$ cat src/rtl/aux_in_evt_if.sv
// Auxiliary input event bus: raw inputs and controls from the fabric, filtered
// levels, sticky event flags and the interrupt back to it.
interface aux_in_evt_if #(
   parameter int WIDTH = 32
);
   logic [WIDTH-1:0] aux_in;
   logic [WIDTH-1:0] rise_en;
   logic [WIDTH-1:0] fall_en;
   logic [WIDTH-1:0] irq_mask;
   logic [WIDTH-1:0] evt_clr;
   logic [WIDTH-1:0] aux_i;
   logic [WIDTH-1:0] aux_evt;
   logic             aux_irq;

   modport master (
      output aux_in, rise_en, fall_en, irq_mask, evt_clr,
      input  aux_i, aux_evt, aux_irq
   );

   modport slave (
      input  aux_in, rise_en, fall_en, irq_mask, evt_clr,
      output aux_i, aux_evt, aux_irq
   );
endinterface

$ cat src/rtl/aux_in_evt.sv
// Auxiliary input capture: N-stage synchroniser, optional debounce
// (AUX_IN_DEBOUNCE_EN), per-bit edge detection into sticky events and a masked interrupt.
module aux_in_evt #(
   parameter int WIDTH       = 32,
   parameter int SYNC_STAGES = 2,
   parameter int DEB_CYCLES  = 16
) (
   input logic          sys_clk,
   input logic          sys_rst,
   aux_in_evt_if.slave  bus
);

   if (SYNC_STAGES < 2 || SYNC_STAGES > 4) begin : g_bad_sync
      $error("aux_in_evt: SYNC_STAGES must be in 2..4");
   end
   if (DEB_CYCLES < 1) begin : g_bad_deb
      $error("aux_in_evt: DEB_CYCLES must be at least 1");
   end

   logic [SYNC_STAGES-1:0][WIDTH-1:0] sync_q;
   logic [WIDTH-1:0]                  sync_out;
   logic [WIDTH-1:0]                  aux_i_w;
   logic [WIDTH-1:0]                  prev_q;
   logic [WIDTH-1:0]                  evt_q;
   logic                              irq_q;
   logic [WIDTH-1:0]                  rise;
   logic [WIDTH-1:0]                  fall;
   logic [WIDTH-1:0]                  set_v;

   // NOTE: the synchroniser flops are reset as well, so aux_i reads 0 the cycle after reset.
   always_ff @(posedge sys_clk) begin
      if (sys_rst) begin
         sync_q <= '0;
      end else begin
         sync_q <= {sync_q[SYNC_STAGES-2:0], bus.aux_in};
      end
   end

   assign sync_out = sync_q[SYNC_STAGES-1];

`ifdef AUX_IN_DEBOUNCE_EN
   localparam int             CW       = $clog2(DEB_CYCLES + 1);
   localparam logic [CW-1:0]  DEB_LAST = CW'(DEB_CYCLES - 1);

   logic [WIDTH-1:0][CW-1:0] deb_cnt_q;
   logic [WIDTH-1:0]         filt_q;

   // A new level is accepted only after it has differed for DEB_CYCLES consecutive cycles.
   always_ff @(posedge sys_clk) begin
      if (sys_rst) begin
         deb_cnt_q <= '0;
         filt_q    <= '0;
      end else begin
         for (int i = 0; i < WIDTH; i++) begin
            if (sync_out[i] == filt_q[i]) begin
               deb_cnt_q[i] <= '0;
            end else if (deb_cnt_q[i] == DEB_LAST) begin
               filt_q[i]    <= sync_out[i];
               deb_cnt_q[i] <= '0;
            end else begin
               deb_cnt_q[i] <= deb_cnt_q[i] + 1'b1;
            end
         end
      end
   end

   assign aux_i_w = filt_q;
`else
   assign aux_i_w = sync_out;
`endif

   assign rise  = aux_i_w & ~prev_q;
   assign fall  = ~aux_i_w & prev_q;
   assign set_v = (rise & bus.rise_en) | (fall & bus.fall_en);

   // A fresh edge wins over a simultaneous clear so no event is ever lost.
   always_ff @(posedge sys_clk) begin
      if (sys_rst) begin
         prev_q <= '0;
         evt_q  <= '0;
         irq_q  <= 1'b0;
      end else begin
         prev_q <= aux_i_w;
         evt_q  <= set_v | (evt_q & ~bus.evt_clr);
         irq_q  <= |(evt_q & bus.irq_mask);
      end
   end

   assign bus.aux_i   = aux_i_w;
   assign bus.aux_evt = evt_q;
   assign bus.aux_irq = irq_q;

endmodule

$ cat src/flat_wrapper.sv
// flat-port wrapper written by rule: the top's interface ports become plain ports
module aux_in_evt_flat 
#(
   parameter int WIDTH       = 32,
   parameter int SYNC_STAGES = 2,
   parameter int DEB_CYCLES  = 16
)
  (sys_clk, sys_rst, bus_aux_in, bus_rise_en, bus_fall_en, bus_irq_mask, bus_evt_clr, bus_aux_i, bus_aux_evt, bus_aux_irq);
  aux_in_evt_if #(.WIDTH(WIDTH)) bus_i ();
  input logic sys_clk;
  input logic sys_rst;
  input wire logic [$bits(bus_i.aux_in)-1:0] bus_aux_in;
  input wire logic [$bits(bus_i.rise_en)-1:0] bus_rise_en;
  input wire logic [$bits(bus_i.fall_en)-1:0] bus_fall_en;
  input wire logic [$bits(bus_i.irq_mask)-1:0] bus_irq_mask;
  input wire logic [$bits(bus_i.evt_clr)-1:0] bus_evt_clr;
  output wire logic [$bits(bus_i.aux_i)-1:0] bus_aux_i;
  output wire logic [$bits(bus_i.aux_evt)-1:0] bus_aux_evt;
  output wire logic [$bits(bus_i.aux_irq)-1:0] bus_aux_irq;
  assign bus_i.aux_in = bus_aux_in;
  assign bus_i.rise_en = bus_rise_en;
  assign bus_i.fall_en = bus_fall_en;
  assign bus_i.irq_mask = bus_irq_mask;
  assign bus_i.evt_clr = bus_evt_clr;
  assign bus_aux_i = bus_i.aux_i;
  assign bus_aux_evt = bus_i.aux_evt;
  assign bus_aux_irq = bus_i.aux_irq;
  aux_in_evt #(.WIDTH(WIDTH), .SYNC_STAGES(SYNC_STAGES), .DEB_CYCLES(DEB_CYCLES)) u_core (.sys_clk(sys_clk), .sys_rst(sys_rst), .bus(bus_i));
endmodule
$ cat config.mk
export PLATFORM = sky130hd
export DESIGN_NAME = aux_in_evt_flat
export DESIGN_NICKNAME = d
export VERILOG_FILES = /design/src/rtl/aux_in_evt_if.sv /design/src/rtl/aux_in_evt.sv /design/src/flat_wrapper.sv
export SDC_FILE = /design/constraint.sdc
export NUM_CORES = 1
export LEC_CHECK = 0
export ABC_AREA = 1
export CAP_MARGIN = 20
export CORE_ASPECT_RATIO = 0.6
export CORE_UTILIZATION = 30
export CTS_BUF_LIST = sky130_fd_sc_hd__clkbuf_16
export DETAILED_ROUTE_END_ITERATION = 12
export GPL_TIMING_DRIVEN = 0
export PLACE_DENSITY = 0.66
export SETUP_SLACK_MARGIN = 0.4
export SLEW_MARGIN = 10
export SYNTH_ARGS = -nofsm -noshare
export SYNTH_HDL_FRONTEND = slang
export SYNTH_SLANG_ARGS = --single-unit
export TNS_END_PERCENT = 5
$ cat constraint.sdc
create_clock -name sys_clk -period 1.03 [get_ports sys_clk]
set_input_delay 0.1545 -clock sys_clk [delete_from_list [all_inputs] [get_ports sys_clk]]
set_output_delay 0.1545 -clock sys_clk [all_outputs]
set_load 0.005 [all_outputs]
Word-level counts from Yosys, hierarchy flattened
Cells that the tools add are included.
{"block": "op_classes", "reduce_logical": 1, "bitwise_logic": 11}
{"cell": "$and 32x32->32", "n": 6}
{"cell": "$not 32->32", "n": 3}
{"cell": "$or 32x32->32", "n": 2}
{"cell": "$reduce_or 32->1", "n": 1}
{"block": "totals", "reg_bits": 129, "input_bits": 162, "word_cells": 17, "out_inout_bits": 65}

Longest topological paths before layout
Gate-level depths: netlist (run 1).
{"block": "logic_depth", "depth_word": 5, "ltp_mapped": 6, "mapped_depth_nobuf": 6}

Worst setup path after synthesis (run 1)
Ideal clock, no wire load.
{"block": "synth_path", "kind": "register to register", "from": "register u_core.evt_q[8], in the netlist u_core.bus.aux_evt[8]", "to": "register u_core.irq_q, in the netlist u_core.bus.aux_irq", "arrival_time_ns": 0.685, "setup_ns": 0.117, "required_time_ns": 0.913, "synth_period_minus_slack_ns": 0.803, "setup_slack_ns": 0.227, "path_buffers": 0, "stages_incl_launch_ff": 7, "cell_sequence": "dfxtp_1 > nand2_1 > nand2_1 > nor2_1 > nand2_1 > nor2_1 > a21oi_1"}
{"block": "synth_via", "elab_chain_len": 2}
{"element": "from (decl)", "line": "aux_in_evt.sv:24", "source": "logic [WIDTH-1:0] evt_q;"}
{"element": "from (signal assigned)", "line": "aux_in_evt.sv:84", "source": "evt_q <= set_v | (evt_q & ~bus.evt_clr);"}
{"element": "$and 32x32->32", "line": "aux_in_evt.sv:85", "source": "irq_q <= |(evt_q & bus.irq_mask);"}
{"element": "$reduce_or 32->1", "line": "aux_in_evt.sv:85"}
{"element": "to (signal assigned)", "line": "aux_in_evt.sv:85"}
{"element": "to (decl)", "line": "aux_in_evt.sv:25", "source": "logic irq_q;"}
Every way passes these cells.
A chain may end at the register's enable or synchronous reset.

Final worst setup path (run 1)
{"block": "layout_path", "from": "register u_core.sync_q, in the netlist u_core.bus.aux_i[26]", "to": "output port bus_aux_i[26]"}
{"element": "from (decl)", "line": "aux_in_evt.sv:20", "source": "logic [SYNC_STAGES-1:0][WIDTH-1:0] sync_q;"}
{"element": "from (signal assigned)", "line": "aux_in_evt.sv:35", "source": "sync_q <= {sync_q[SYNC_STAGES-2:0], bus.aux_in};"}
{"element": "to (decl)", "line": "flat_wrapper.sv:17", "source": "output wire logic [$bits(bus_i.aux_i)-1:0] bus_aux_i;"}
No word-level cell between the ends.

==> results of run 1 <==
-- logic make-up (layout without fill, tap and decap cells) --
kind of cell           count (synthesis)  count (layout)  share of synthesized area
AO/OA/AOI/OAI                         64              64                     0.0674
buffers and inverters                174             445                      0.182
flip-flops                           129             129                      0.541
AND/OR/NAND/NOR                      255             255                      0.209
-- critical path, delay by kind of cell (launching register included) --
kind,cells,cell delay [ps]
DFF,1,320
buffers and inverters,2,240
-- synth_stat cells --
cell	count	share of area
nor2_1	169	0.13
dfxtp_1	129	0.54
inv_1	128	0.10
nand2_1	54	0.042
buf_4	33	0.052
a21oi_1	32	0.034
nand3_1	32	0.034
o21ai_0	31	0.033
buf_6	12	0.028
a31oi_1	1	0.0013
buf_2	1	0.0010
-- worst max-delay path by stage --
stage / to / slack (ps) / cells after the start
final: bus_aux_i[26] / -80 / 2
after global routing: bus_aux_i[7] / -120 / 2
after CTS: bus_aux_i[5] / -100 / 2
after detailed placement: u_core.bus.aux_irq / -290 / 7
after global placement: u_core.bus.aux_irq / -300 / 7
after floorplan: u_core.bus.aux_irq / 230 / 6
-- cell type report --
cell class,instances,area [sq um],area share
clock inverters,15,194,0.0238
multi-input cells,319,1360,0.167
flip-flops and latches,129,2670,0.327
well taps,203,254,0.0311
clock buffers,17,425,0.0521
inverters,128,485,0.0595
repair buffers,239,2280,0.280
plain buffers,46,493,0.0604
-- timing repair --
item                                    CTS  global route
buffers inserted                         14             0
pin swaps                                18            13
gates resized for setup                 398            35
gates cloned                              0             0
endpoints found under the setup margin   98           101
-- flip-flops by register name, indices dropped and copies added, names as in the netlist --
register            cells
u_core.bus.aux_irq      1
u_core.sync_q          32
u_core.prev_q          32
u_core.bus.aux_evt     32
u_core.bus.aux_i       32
-- power groups by stage --
stage | combinational, mW | sequential (mW) | clock, mW
final | 1.45 | 5.32 | 6.26
after global routing | 1.60 | 5.34 | 6.65
after CTS | 1.44 | 5.31 | 6.41
after detailed placement | 1.40 | 5.40 | 0
after global placement | 1.39 | 5.40 | 0
after floorplan | 0.460 | 5.38 | 0
-- per-stage QoR --
step / cells / setup TNS [ps]
after floorplan: 622 / 0
after detailed placement: 1050 / -1670
after CTS: 1096 / -2950
after global placement: 1050 / -1730
final: 1096 / -1970
after global routing: 1096 / -3640
-- routing by layer --
layer,wire length (um),vias up
met2,5680,152
li1,-,2328
met4,113,0
met1,6370,1913
met5,0,-
met3,1320,11
==> results.md, run 1 <==
* Leakage at 3.73 nW
* WHS Path Cells at 2
* Worst path arrival time at 950 ps
* Yosys warning count at 0
* Final slew viol count at 0
* Initial Utilization at 0.309
* CP cell instances: buf_4 -> buf_2
* Cell Pwr Density at 1600 nW/um^2
* Worst Path Max Fanout at 2
* Gate Count Post-Synth at 622
* Tightest hold margin at 18.8 ps
* Internal power at 10.2 mW
* Critical Path RT at 880 ps
* HP Start: sys_rst
* Port Buf Inserts at 225
* Fmax at 902 MHz
* Die Height at 99.7 um
* Launch point of the worst reg-to-reg path: u_core.bus.aux_evt[19]
* Count of maximum capacitance violations at 0
* Final Critical Period at 1110 ps
* Initial DRC Count at 174
* Syn_area_per_cell at 7.67 sq um
* Worst Setup SP: u_core.bus.aux_i[26]
* Status: finished with violations
* Pwr Total at 13.0 mW
* Setup WS post-layout at -78.6 ps
* Area of the placeable core at 15500 sq um
* Crit-path slowest cell: dfxtp_2
* Clock root cell: clkbuf_16
* Sequential share of the synthesized area at 0.541
* Placed Area at 7280 sq um
* Logic pwr share at 0.112
* R2R cell count at 7
* Final net count at 1042
* WL/cell at 12.3 um
* Worst hold path endpoint: u_core.bus.aux_evt[31]
* Fraction of layout cells with a size suffix above 1 at 0.270
* Die X at 165 um
* Drt first pass iters at 6
* Largest net degree at the start of global routing at 17
* FILL cells at 1470
* Fin Clk Skew at 12.0 ps
* H-Tree Depth at 4
* Seq pwr share at 0.408
* Synth Net Count at 784
* DR vias/cell at 4.02
* Most frequent cells in the layout: nor2_1 (165), clkdlybuf4s50_1 (160), inv_1 (120)
* Die ar. at 16400 sq um
* Initial antenna violation count at 0
* Critical path class: register to primary output
* Final period utilization at 1.08
* Clock Path Buffers at 2
* Num ports at 227
* Cts hold-fix bufs at 0
* Netlist Area Pre-Place at 4770 sq um
* Synth cell types at 11
* Hold Crit Class: primary input to register
* Final hold violations at 0
* Vias in the first global route at 4170
* Startpoint Class: register
* Clock power frac at 0.480
* CTS tree: yes
* Crit. End Element: primary output
* Via count at 4404
* Detailed placement HPWL at 10100 um
* Flip-flop and latch count after synthesis at 129
* Final wirelength at 13500 um
* Setup slack at placement at -285 ps
* Final number of setup-violating endpoints at 33
* Clock Sinks at 129
* Routability cong. at 0.778
* Reg clk slew, reported paths at 50 ps
* Max incr delay on CP at 320 ps
* GRT overflow at 0
* Global-route wire length before repair at 20800 um
* GR peak layer: met2
* Reg-to-Reg End: u_core.bus.aux_irq
* Setup slack, reg-to-reg at -20 ps
* Clk_lat worst skew at 410 ps
* VDD IR max at 1.01 mV
* Met1 Usage GRT at 0.210
* Violated checks: setup timing
* DRC errors left at 0
* Commonest non-fill, non-tap cell in the layout: nor2_1
* Final core occ at 0.528
* M3 GR Usage at 0.0721
* Worst-Margin Slew at 190 ps
* Max-slew headroom at 0.873
* Sw frac at 0.217
* Remaining antenna violation count at 0
* GR Layer Usage met2 at 0.259
* Num CTS Buffers at 17
* Unrepaired setup endpoints after global routing: yes
* Design Area, Final at 8160 sq um
* All-layer global routing usage at 0.167
* Row count at 35
* Antenna cells at 0
* Net Sw Power at 2.83 mW
* Area Overhead vs Synth at 71.0%
Power figures use the tool's default switching activity.
==> run 2, diff against run 1 <==
--- a/config.mk
+++ b/config.mk
@@ -14,7 +14,7 @@
 export GPL_TIMING_DRIVEN = 0
 export PLACE_DENSITY = 0.66
 export SETUP_SLACK_MARGIN = 0.4
-export SLEW_MARGIN = 10
+export SLEW_MARGIN = 30
 export SYNTH_ARGS = -nofsm -noshare
 export SYNTH_HDL_FRONTEND = slang
 export SYNTH_SLANG_ARGS = --single-unit
==> results of run 2 <==
Same layout as run 1: the final DEF is identical, and so are final timing and power.
